--- src/rtl/control_muestreo.sv ---
// Periodic ADC acquisition sequencer: requests conversions, registers valid samples,
// tracks consecutive out-of-range readings and flags conversion timeouts.
module control_muestreo #(
    parameter int PERIODO_MUESTREO = 1000,
    parameter int TIMEOUT          = 64,
    parameter int TEMP_BAJO        = 180,
    parameter int TEMP_ALTO        = 250,
    parameter int TEMP_INICIAL     = 215
) (
    input  logic               clk,
    input  logic               arst_n,
    input  logic               habilitar,
    input  logic               adc_listo,
    input  logic               adc_valido,
    input  logic signed [10:0] adc_dato,
    output logic               adc_inicio,
    output logic signed [10:0] temp_registrado,
    output logic [2:0]         contador_fuera_rango,
    output logic               muestra_valida,
    output logic               error_adc,
    output logic [1:0]         estado_ctrl
);

    localparam int PW = $clog2(PERIODO_MUESTREO);
    localparam int TW = $clog2(TIMEOUT);
    localparam logic [PW-1:0] RECARGA  = PW'(PERIODO_MUESTREO - 1);
    localparam logic [TW-1:0] T_ULTIMO = TW'(TIMEOUT - 1);
    localparam logic signed [10:0] BAJO    = 11'(TEMP_BAJO);
    localparam logic signed [10:0] ALTO    = 11'(TEMP_ALTO);
    localparam logic signed [10:0] INICIAL = 11'(TEMP_INICIAL);

    typedef enum logic [1:0] {
        ESPERA    = 2'b00,
        SOLICITA  = 2'b01,
        CONVIERTE = 2'b10,
        ACTUALIZA = 2'b11
    } estado_t;

    estado_t       estado;
    logic [PW-1:0] temporizador;
    logic [TW-1:0] cuenta_to;
    logic          fuera_rango;

    // Both bounds are inclusive; the compare is signed so negative readings count as low.
    assign fuera_rango = (adc_dato < BAJO) || (adc_dato > ALTO);
    assign estado_ctrl = estado;

    always_ff @(posedge clk or negedge arst_n) begin
        if (!arst_n) begin
            estado               <= ESPERA;
            temporizador         <= RECARGA;
            cuenta_to            <= '0;
            adc_inicio           <= 1'b0;
            temp_registrado      <= INICIAL;
            contador_fuera_rango <= 3'd0;
            muestra_valida       <= 1'b0;
            error_adc            <= 1'b0;
        end else begin
            muestra_valida <= 1'b0;
            case (estado)
                ESPERA: begin
                    if (!habilitar) begin
                        temporizador <= RECARGA;
                    end else if (temporizador == '0) begin
                        estado     <= SOLICITA;
                        adc_inicio <= 1'b1;
                        cuenta_to  <= '0;
                    end else begin
                        temporizador <= temporizador - PW'(1);
                    end
                end
                SOLICITA: begin
                    if (cuenta_to == T_ULTIMO) begin
                        estado       <= ESPERA;
                        adc_inicio   <= 1'b0;
                        error_adc    <= 1'b1;
                        temporizador <= RECARGA;
                    end else begin
                        cuenta_to <= cuenta_to + TW'(1);
                        if (adc_listo) begin
                            estado     <= CONVIERTE;
                            adc_inicio <= 1'b0;
                        end
                    end
                end
                CONVIERTE: begin
                    // A result on the last allowed cycle still beats the timeout.
                    if (adc_valido) begin
                        estado          <= ACTUALIZA;
                        temp_registrado <= adc_dato;
                        muestra_valida  <= 1'b1;
                        error_adc       <= 1'b0;
                        if (!fuera_rango)
                            contador_fuera_rango <= 3'd0;
                        else if (contador_fuera_rango != 3'd7)
                            contador_fuera_rango <= contador_fuera_rango + 3'd1;
                    end else if (cuenta_to == T_ULTIMO) begin
                        estado       <= ESPERA;
                        error_adc    <= 1'b1;
                        temporizador <= RECARGA;
                    end else begin
                        cuenta_to <= cuenta_to + TW'(1);
                    end
                end
                ACTUALIZA: begin
                    estado       <= ESPERA;
                    temporizador <= RECARGA;
                end
                default: estado <= ESPERA;
            endcase
        end
    end

endmodule

--- config.mk ---
export PLATFORM = sky130hd
export DESIGN_NAME = control_muestreo
export DESIGN_NICKNAME = d
export VERILOG_FILES = /design/src/rtl/control_muestreo.sv
export SDC_FILE = /design/constraint.sdc
export NUM_CORES = 1
export LEC_CHECK = 0
export CORE_ASPECT_RATIO = 0.5
export CORE_UTILIZATION = 60
export DETAILED_ROUTE_END_ITERATION = 6
export DONT_BUFFER_PORTS = 1
export GPL_TIMING_DRIVEN = 0
export PLACE_DENSITY = 0.81
export SLEW_MARGIN = 30
export SYNTH_ARGS = -nofsm -noshare
export SYNTH_HDL_FRONTEND = slang
export SYNTH_SLANG_ARGS = --single-unit
--- constraint.sdc ---
create_clock -name clk -period 2.05 [get_ports clk]
set_input_delay 0.41 -clock clk [delete_from_list [all_inputs] [get_ports clk]]
set_output_delay 0.41 -clock clk [all_outputs]
set_load 0.02 [all_outputs]
* After elaboration in Yosys (flattened, before gate mapping)
Cells that the tools add are included.
** Cells by class
- Add/subtract/negate cells :: 3
- $mul :: 0
- Div/mod/pow operators :: 0
- $lt $le $gt $ge :: 2
- Equal/unequal tests :: 12
- Shifts and indexed selects :: 0
- Multiplexer cells :: 29
- Bitwise gates (word level) :: 0
- Reductions and logical operators :: 12
** Operators by type and width (count)
- 10-bit two-way mux :: 4
- 10-bit one-hot mux with 4 select lines :: 1
- 6-bit two-way mux :: 4
- 6-bit one-hot mux with 3 select lines :: 1
- 2-bit two-way mux :: 6
- 3-bit != test, second input constant :: 4
- 4-bit AND reduction :: 3
- 11-bit by 9-bit greater-than comparator with 1-bit output, second input constant :: 1
- 11-bit by 9-bit < comparator with 1-bit output, second input constant :: 1
- 10-bit logical NOT :: 1
- 10-bit by 1-bit subtractor with 10-bit output, second input constant :: 1
- 1-bit two-way mux :: 8
- 2-bit one-hot mux with 4 select lines :: 1
- 6-bit by 1-bit adder with 6-bit output, second input constant :: 1
- 6-bit == test, second input constant :: 1
- 3-bit two-way mux :: 2
- 2-bit != test, second input constant :: 3
- 2-bit == test, second input constant :: 2
- 1-bit one-hot mux with 2 select lines :: 2
- 2-bit AND reduction :: 2
- 2-bit nonzero test :: 2
- 3-bit by 1-bit adder with 3-bit output, second input constant :: 1
- 3-bit AND reduction :: 1
- 3-bit nonzero test :: 1
- 4 further kinds :: 4
** Storage, ports and cells
- Register bits after elaboration :: 35
- Bits in latches :: 0
- Memory bits (writable) :: 0
- Bits in read-only memories :: 0
- Bits of input ports :: 16
- Output and inout bits :: 19
- Logic and storage cells :: 66
- Memories kept :: 0

* Logic depth before layout (Yosys ltp)
Gate-level depths: netlist of run 1.
- Depth after elaboration :: 4
- Mapped depth :: 8
- Depth with buffers taken out :: 7

* Least setup slack after synthesis of run 1
Ideal clock, no wire load.
- Path kind :: reg-to-reg
- Start :: register estado[0], in the netlist estado_ctrl[0]
- End :: register cuenta_to[1]
- Library setup time :: 0.137 ns
- Arrival :: 1.783 ns
- Data required time :: 1.913 ns
- Path slack :: 0.129 ns
- Cell stages (with the launch flop) :: 9
- Buffers on the path :: 1
- Clock period less this slack :: 1.921 ns
- Cell sequence :: dfrtp_1 > inv_1 > ha_1 > nand2_1 > inv_1 > nor2_1 > and2_0 > buf_4 > o221ai_1
** On the way
- Cells in the longest elaborated chain, start to end :: 3
- Elaborated cells between the ends (all ways) :: 9
- Those cells by class :: 5 x eq/ne; 1 x mux; 3 x reduce/logical
** Ends and longest elaborated chain
- start, declared :: RTL line 39 : estado_t estado;
- start signal, assigned :: RTL line 50 : estado <= ESPERA;
- start signal, assigned :: RTL line 65 : estado <= SOLICITA;
- start signal, assigned :: RTL line 74 : estado <= ESPERA;
- 2-bit == test (tied with other cells) :: RTL line 60 : case (estado)
- 2-bit != test (no line) / 3-bit nonzero test (equally long branches)
- 4-bit AND reduction (no line)
- end signal, assigned :: RTL line 79 : cuenta_to <= cuenta_to + TW'(1);
- end signal, assigned :: RTL line 102 : cuenta_to <= cuenta_to + TW'(1);
- end, declared :: RTL line 41 : logic [TW-1:0] cuenta_to;
Parallel ways exist; a longest one is shown, timed or not.
A chain may end at the register's enable or synchronous reset.

* Final worst setup path of run 1
- Start :: register cuenta_to[0]
- End :: register temporizador[4]
** On the way
- Cells in the longest elaborated chain, start to end :: 4
** Ends and longest elaborated chain
- 6-bit == test * :: RTL line 73, 97
- 10-bit two-way mux *
- 10-bit two-way mux
- 10-bit one-hot mux with 4 select lines *
- end signal, assigned :: RTL line 69 : temporizador <= temporizador - PW'(1);
- end, declared :: RTL line 40 : logic [PW-1:0] temporizador;
Mark *: on every way between the ends. The rest lies on a longest branch, timed or not. The select of a mux whose other input is x is not followed.

==> results.md, run 1 <==
- CTS tree: yes
- Synth Instances: 216
- Row cnt: 14
- Vias: 1,715
- EDFF count, synth: 0
- Die area: 3523 um^2
- Synthesized cell area: 1966 um^2
- Headroom to the max-slew limit: 68.89%
- Final Max Tran Viols: 0
- Vias per inst: 6.423
- Drt drc: 0
- Syn Nets: 242
- Die H: 42.48 um
- Synth Area in Simple Gates: 23.42%
- CP Class: register to register
- Placement Cell Area: 2016 um^2
- Final WL: 4.419 mm
- P_leak: 0.9607 nW
- H-tree depth: 2
- Met3 wire length: 319 um
- Critical path's largest stage delay: 0.43 ns
- Synth Register Bits: 35
- Crit path launch type: register
- CP endpoint kind: register
- Final Cell Area: 2187 um^2
- GRT Util Overall: 27.15%
- Top Layer Used: met4
- Number of global-route vias before repair: 1,650
- Fin. Hold Viols: 0
- Status: completed
- DRT iter0 DRCs: 121
- DP HPWL: 3.035 mm
- Compound-gate portion of the synthesized area: 19.80%
- Clk root buf: clkbuf_8
- Syn Area/Cell: 9.100 um^2
- Starting Density: 64.12%
- Critical path peak fanout: 6
- CP max-delay cell: dfrtp_1
- Worst skew pair latency: 0.29 ns
- Layout cell share with drive strength beyond 1: 18.06%
- Final setup violating endpoints: 0
- GRT Residual Overflow: 0
- RSZ-0062 raised after global routing: no
- Worst Path Required: 2.23 ns
- First-pass GRT wire length: 7.431 mm
- Achievable frequency: 510.9 MHz
- Placed Instances: 256
- Met1 Routed Length: 1.944 mm
- WHS: 0.1954 ns
- Critical Path AT: 2.14 ns
- Clk sink count: 35
- Share of synthesized registers carrying an async set or reset: 100.0%
- Layout Nets: 252
- Crit path time final: 1.957 ns
- Synth Flop Type: dfrtp_1
- Pwr/cell area: 639.2 nW/um^2
- Crit path buf inv count: 1
- CP cell instances: ha_1 -> and2_1 -> clkbuf_1 -> a31oi_2 -> or3_1 -> a32o_1
- Adder-Cell Fraction of Synth Area: 6.365%
- Routed Antenna Nets: 0
- Clock buffer count from CTS: 5
- Mux contribution to synthesized area: 1.273%
- Non-Filler Instances: 267
- Tcrit/Tclk final: 95.48%
- Total power: 0.001398 W
- HP Class: input pin to register
- Slew @ Worst Pin: 0.4628 ns
- Buffers on Ports: 0
- Largest net degree at the start of global routing: 36
- Clock Tree Buf Depth: 2
- TNS Setup: 0 ns
- Core area: 3065 um^2
- Sequential fraction of the synthesis area: 45.45%
- Distinct cells, synth: 50
- Die X: 82.95 um
- Worst-path clk slew: 0.07 ns
- Xor-xnor portion of the synthesized cell area: 0.4456%
- Area Growth Syn to Fin: 11.27%
- Detailed Routing Iterations Pass 1: 4
- Met2 wire length: 2.053 mm
- Clock skew: 0.002752 ns
- Largest family of logic cells by synthesized area: simple AND/OR/NAND/NOR gates
- Fillers: 232
- Antenna diode count: 0
- Antenna violations before repair: 0
- Final GP Congestion: 0.8411
- MaxCap Viol Count: 0
- DR WL/cell: 16.55 um
- CP top delay family: simple AND/OR/NAND/NOR gates
- Max VDD drop: 0.0004846 V
- Top Ports: 35
- Yosys warnings: 0
## layout make-up
cell class | instances | area (um^2) | share of cell area, %
clock inverter | 2 | 12.51 | 0.5721
clock buffer | 6 | 72.57 | 3.318
tap | 40 | 50.05 | 2.288
timing repair buffer | 4 | 45.04 | 2.059
buffer | 6 | 26.28 | 1.201
inverter | 9 | 33.78 | 1.545
multi-input combinational | 165 | 1051 | 48.05
sequential | 35 | 895.9 | 40.96
## layout by cell type (no fill, tap or decap), types with 2 or more instances in the layout
cell type / n
nand3_1: 7
nor3_1: 3
nand4_1: 3
or3_1: 4
o221ai_1: 2
o31ai_1: 3
dfstp_2: 14
nand2_1: 44
inv_1: 8
nor2_1: 9
a21oi_1: 14
buf_4: 3
clkbuf_8: 5
a31oi_1: 11
nor4_2: 2
clkbuf_1: 5
o21ai_0: 9
ha_1: 10
o41ai_1: 2
nor4_1: 2
a41oi_1: 2
and3_1: 3
dfrtp_2: 2
o22ai_1: 2
and2_1: 2
nand3b_1: 2
dfrtp_1: 19
## flip-flops by register name, summed over array words and instances (netlist names)
signal and flops:
temp_registrado 11, temporizador 10, cuenta_to 6, contador_fuera_rango 3, estado_ctrl 2, adc_inicio 1, error_adc 1, muestra_valida 1
## repair_timing
action,in CTS,in global routing
hold buffers,2,0
setup buffers,0,2
endpoints found under the setup margin,15,26
pin swaps,1,2
hold endpoints to repair,35,0
gates resized for setup,4,8
## layer usage
metal,track usage [%],up-vias
li1,-,805
met2,46.39,69
met3,9.646,16
met4,12.07,0
met5,0,-
met1,31.38,825
## per-stage QoR
stage          setup WS, ns  utilization, %
2_1_floorplan        0.1291               -
3_3_place_gp        -0.2474           65.76
3_5_place_dp        -0.3183           65.76
4_1_cts            0.004588           69.84
5_1_grt             0.01142           71.35
6_report            0.09270           71.35
## power breakdown
group,leakage (nW),switching (W),internal [W]
clock network,0.0412,0.000253,0.000237
logic,0.499,0.0000887,0.0000539
registers,0.421,0.0000294,0.000735
## worst paths after layout
kind | cells after the start | end | from | slack (ns)
setup / recovery | 6 | temporizador[4] | cuenta_to[0] | 0.09
hold / removal | 2 | temp_registrado[1] | adc_dato[1] | 0.20
setup reg to reg | 6 | temporizador[4] | cuenta_to[0] | 0.09
hold reg to reg | 1 | temporizador[9] | temporizador[9] | 0.49
max in group asynchronous | 2 | temporizador[9] | arst_n | 1.22
min in group asynchronous | 2 | temp_registrado[9] | arst_n | 0.58
## kinds of logic after synthesis
| logic type | Yosys count |
|---|---|
| AND/OR/NAND/NOR | 94 |
| multiplexers | 2 |
| AO/OA/AOI/OAI | 58 |
| adder cells (fa/ha/maj) | 10 |
| buffers and inverters | 16 |
| flip-flops | 35 |
| XOR/XNOR | 1 |
## synth_stat cells, types with 2 or more instances
cell type / number / area, um^2
nand2_1: 45 / 168.9
dfrtp_1: 21 / 525.5
a21oi_1: 15 / 75.07
dfstp_2: 14 / 367.9
a31oi_1: 12 / 75.07
ha_1: 10 / 125.1
nor2_1: 10 / 37.54
inv_1: 9 / 33.78
o21ai_0: 9 / 45.04
nand3_1: 7 / 35.03
clkbuf_1: 5 / 18.77
nor3_1: 4 / 20.02
or3_1: 4 / 25.02
and3_1: 3 / 18.77
nand4_1: 3 / 18.77
nor4_1: 3 / 18.77
o31ai_1: 3 / 22.52
a41oi_1: 2 / 17.52
and2_1: 2 / 12.51
nand3b_1: 2 / 15.01
o221ai_1: 2 / 17.52
o22ai_1: 2 / 12.51
o41ai_1: 2 / 17.52
Power figures use the tool's default switching activity.
==> run 2: changes to the inputs <==
--- a/config.mk
+++ b/config.mk
@@ -6,6 +6,7 @@
 export NUM_CORES = 1
 export LEC_CHECK = 0
 export CORE_ASPECT_RATIO = 0.5
+export CORE_MARGIN = 4
 export CORE_UTILIZATION = 60
 export DETAILED_ROUTE_END_ITERATION = 6
 export DONT_BUFFER_PORTS = 1
==> run 2 against run 1 <==
  * Critical path depth is 1 lower
  * Utilization grew 0.082 points
  * Fmax down 1.1%
  * Register-to-register slack worse by 0.02 ns
  * Combinational power hardly changed
  * Sequential power increased by 0.5%
  * Die area up 22%
  * Cell area grew 0.11%
  * Largest cell class unchanged
  * Final cell count up 0.75%
  * Largest power group unchanged
  * First-iteration DRC count shrank 12%
  * Total power grew 1.4%
  * Via count fell by 0.52%
==> results.md, run 2 (synthesis results as in run 1) <==
- Fillers: 234
- Area Growth Syn to Fin: 11.39%
- Final setup violating endpoints: 0
- Layout cell share with drive strength beyond 1: 18.78%
- Crit path launch type: register
- Slew @ Worst Pin: 0.4452 ns
- Clk sink count: 35
- Headroom to the max-slew limit: 70.08%
- Die X: 88.95 um
- Worst Path Required: 2.21 ns
- WHS: 0.1881 ns
- GRT Residual Overflow: 0
- HP Class: input pin to register
- Most frequent cells in the layout: nand2_1 (44), dfrtp_1 (18), a21oi_1 (15)
- Largest net degree at the start of global routing: 36
- Pwr/cell area: 647.6 nW/um^2
- CP endpoint kind: register
- GRT Util Overall: 21.49%
- Top flop regs: temp_registrado x11, temporizador x10, cuenta_to x6
- Register area: 897.1 um^2
- Biggest register: temp_registrado
- DP HPWL: 3.157 mm
- Vias: 1,706
- Grt met3 use: 7.797%
- Routed Antenna Nets: 0
- Drt drc: 0
- Worst-path clk slew: 0.08 ns
- Final GP Congestion: 0.9030
- Status: completed
- Die area: 4312 um^2
- Grt peak-use layer: met2
- Max VDD drop: 0.0004236 V
- Antenna diode count: 0
- Crit path time final: 1.979 ns
- Critical path's largest stage delay: 0.57 ns
- Final core utilization: 71.43%
- Achievable frequency: 505.4 MHz
- Final WL: 4.514 mm
- DRT iter0 DRCs: 107
- Crit path buf inv count: 1
- Met1 global-route usage: 24.92%
- Row cnt: 14
- GRT met2 Usage: 37.07%
- H-tree depth: 2
- Clock skew: 0.006869 ns
- Core area: 3065 um^2
- Clock buffer count from CTS: 5
- Top Ports: 35
- P_leak: 0.9643 nW
- Antenna violations before repair: 0
- Final Max Tran Viols: 0
- Die H: 48.48 um
- MaxCap Viol Count: 0
- CP cell instances: or4_4 -> o31ai_4 -> and2_0 -> buf_4 -> o221ai_1
- Clk root buf: clkbuf_8
- CTS tree: yes
- Critical Path AT: 2.14 ns
- DR WL/cell: 16.78 um
- Worst skew pair latency: 0.29 ns
- Multi-input logic area: 1030 um^2
- Buffers on Ports: 0
- CP max-delay cell: or4_4
- Max reg flops: 11
- CP top delay family: simple AND/OR/NAND/NOR gates
- Clock Tree Buf Depth: 2
- Layout Nets: 254
- Detailed Routing Iterations Pass 1: 5
- Number of global-route vias before repair: 1,641
- CP Class: register to register
- Fin. Hold Viols: 0
- Most common cell after layout, fill and taps aside: nand2_1
- Vias per inst: 6.342
- Starting Density: 64.12%
- Critical path peak fanout: 7
- First-pass GRT wire length: 7.293 mm
- Tcrit/Tclk final: 96.51%
## run 2: layer usage
| metal | part of all wire, % | routed length, um |
|---|---|---|
| met2 | 47 | 2121 |
| met4 | 0.84 | 38 |
| met5 | 0 | 0 |
| met1 | 42 | 1882 |
| met3 | 10 | 472 |
## run 2: timing repair
| action | CTS | global route |
|---|---|---|
| pin swaps | 0 | 3 |
| resized for setup | 5 | 3 |
| endpoints found under the setup margin | 16 | 24 |
| hold endpoints to repair | 35 | 0 |
| buffers inserted | 0 | 5 |
| hold buffers | 2 | 0 |
## run 2: metrics by stage
stage	power (W)	instances	setup TNS [ns]	area [um^2]	setup slack [ns]
after floorplan	0.0008645	216	0	1966	0.1291
after global placement	0.0008881	256	-2.102	2016	-0.2347
after detailed placement	0.0009017	256	-2.928	2016	-0.2752
after CTS	0.001423	265	0	2151	0.02433
after global routing	0.001495	269	-0.007236	2190	-0.003937
final	0.001418	269	0	2190	0.07145
## run 2: power breakdown
part / internal (W) / switching (W)
registers: 0.000736 / 0.0000333
logic: 0.0000539 / 0.0000895
clock network: 0.000236 / 0.000269
## run 2: final cells by class
class / count / area share [%]
Clock inverter: 3 / 0.9143
Sequential cell: 35 / 40.97
Inverter: 9 / 1.543
Clock buffer: 5 / 3.143
Tap cell: 40 / 2.286
Timing Repair Buffer: 7 / 3.086
Buffer: 5 / 1.029
Multi-Input combinational cell: 165 / 47.03
## run 2: worst paths after layout
check,startpoint,endpoint,slack (ns),cells past startpoint
min reg2reg,temporizador[9],temporizador[9],0.50,1
min,adc_dato[6],temp_registrado[6],0.19,2
max reg2reg,temporizador[4],cuenta_to[1],0.07,5
min in group asynchronous,arst_n,temp_registrado[10],0.57,2
max in group asynchronous,arst_n,temporizador[2],1.22,2
max,temporizador[4],cuenta_to[1],0.07,5
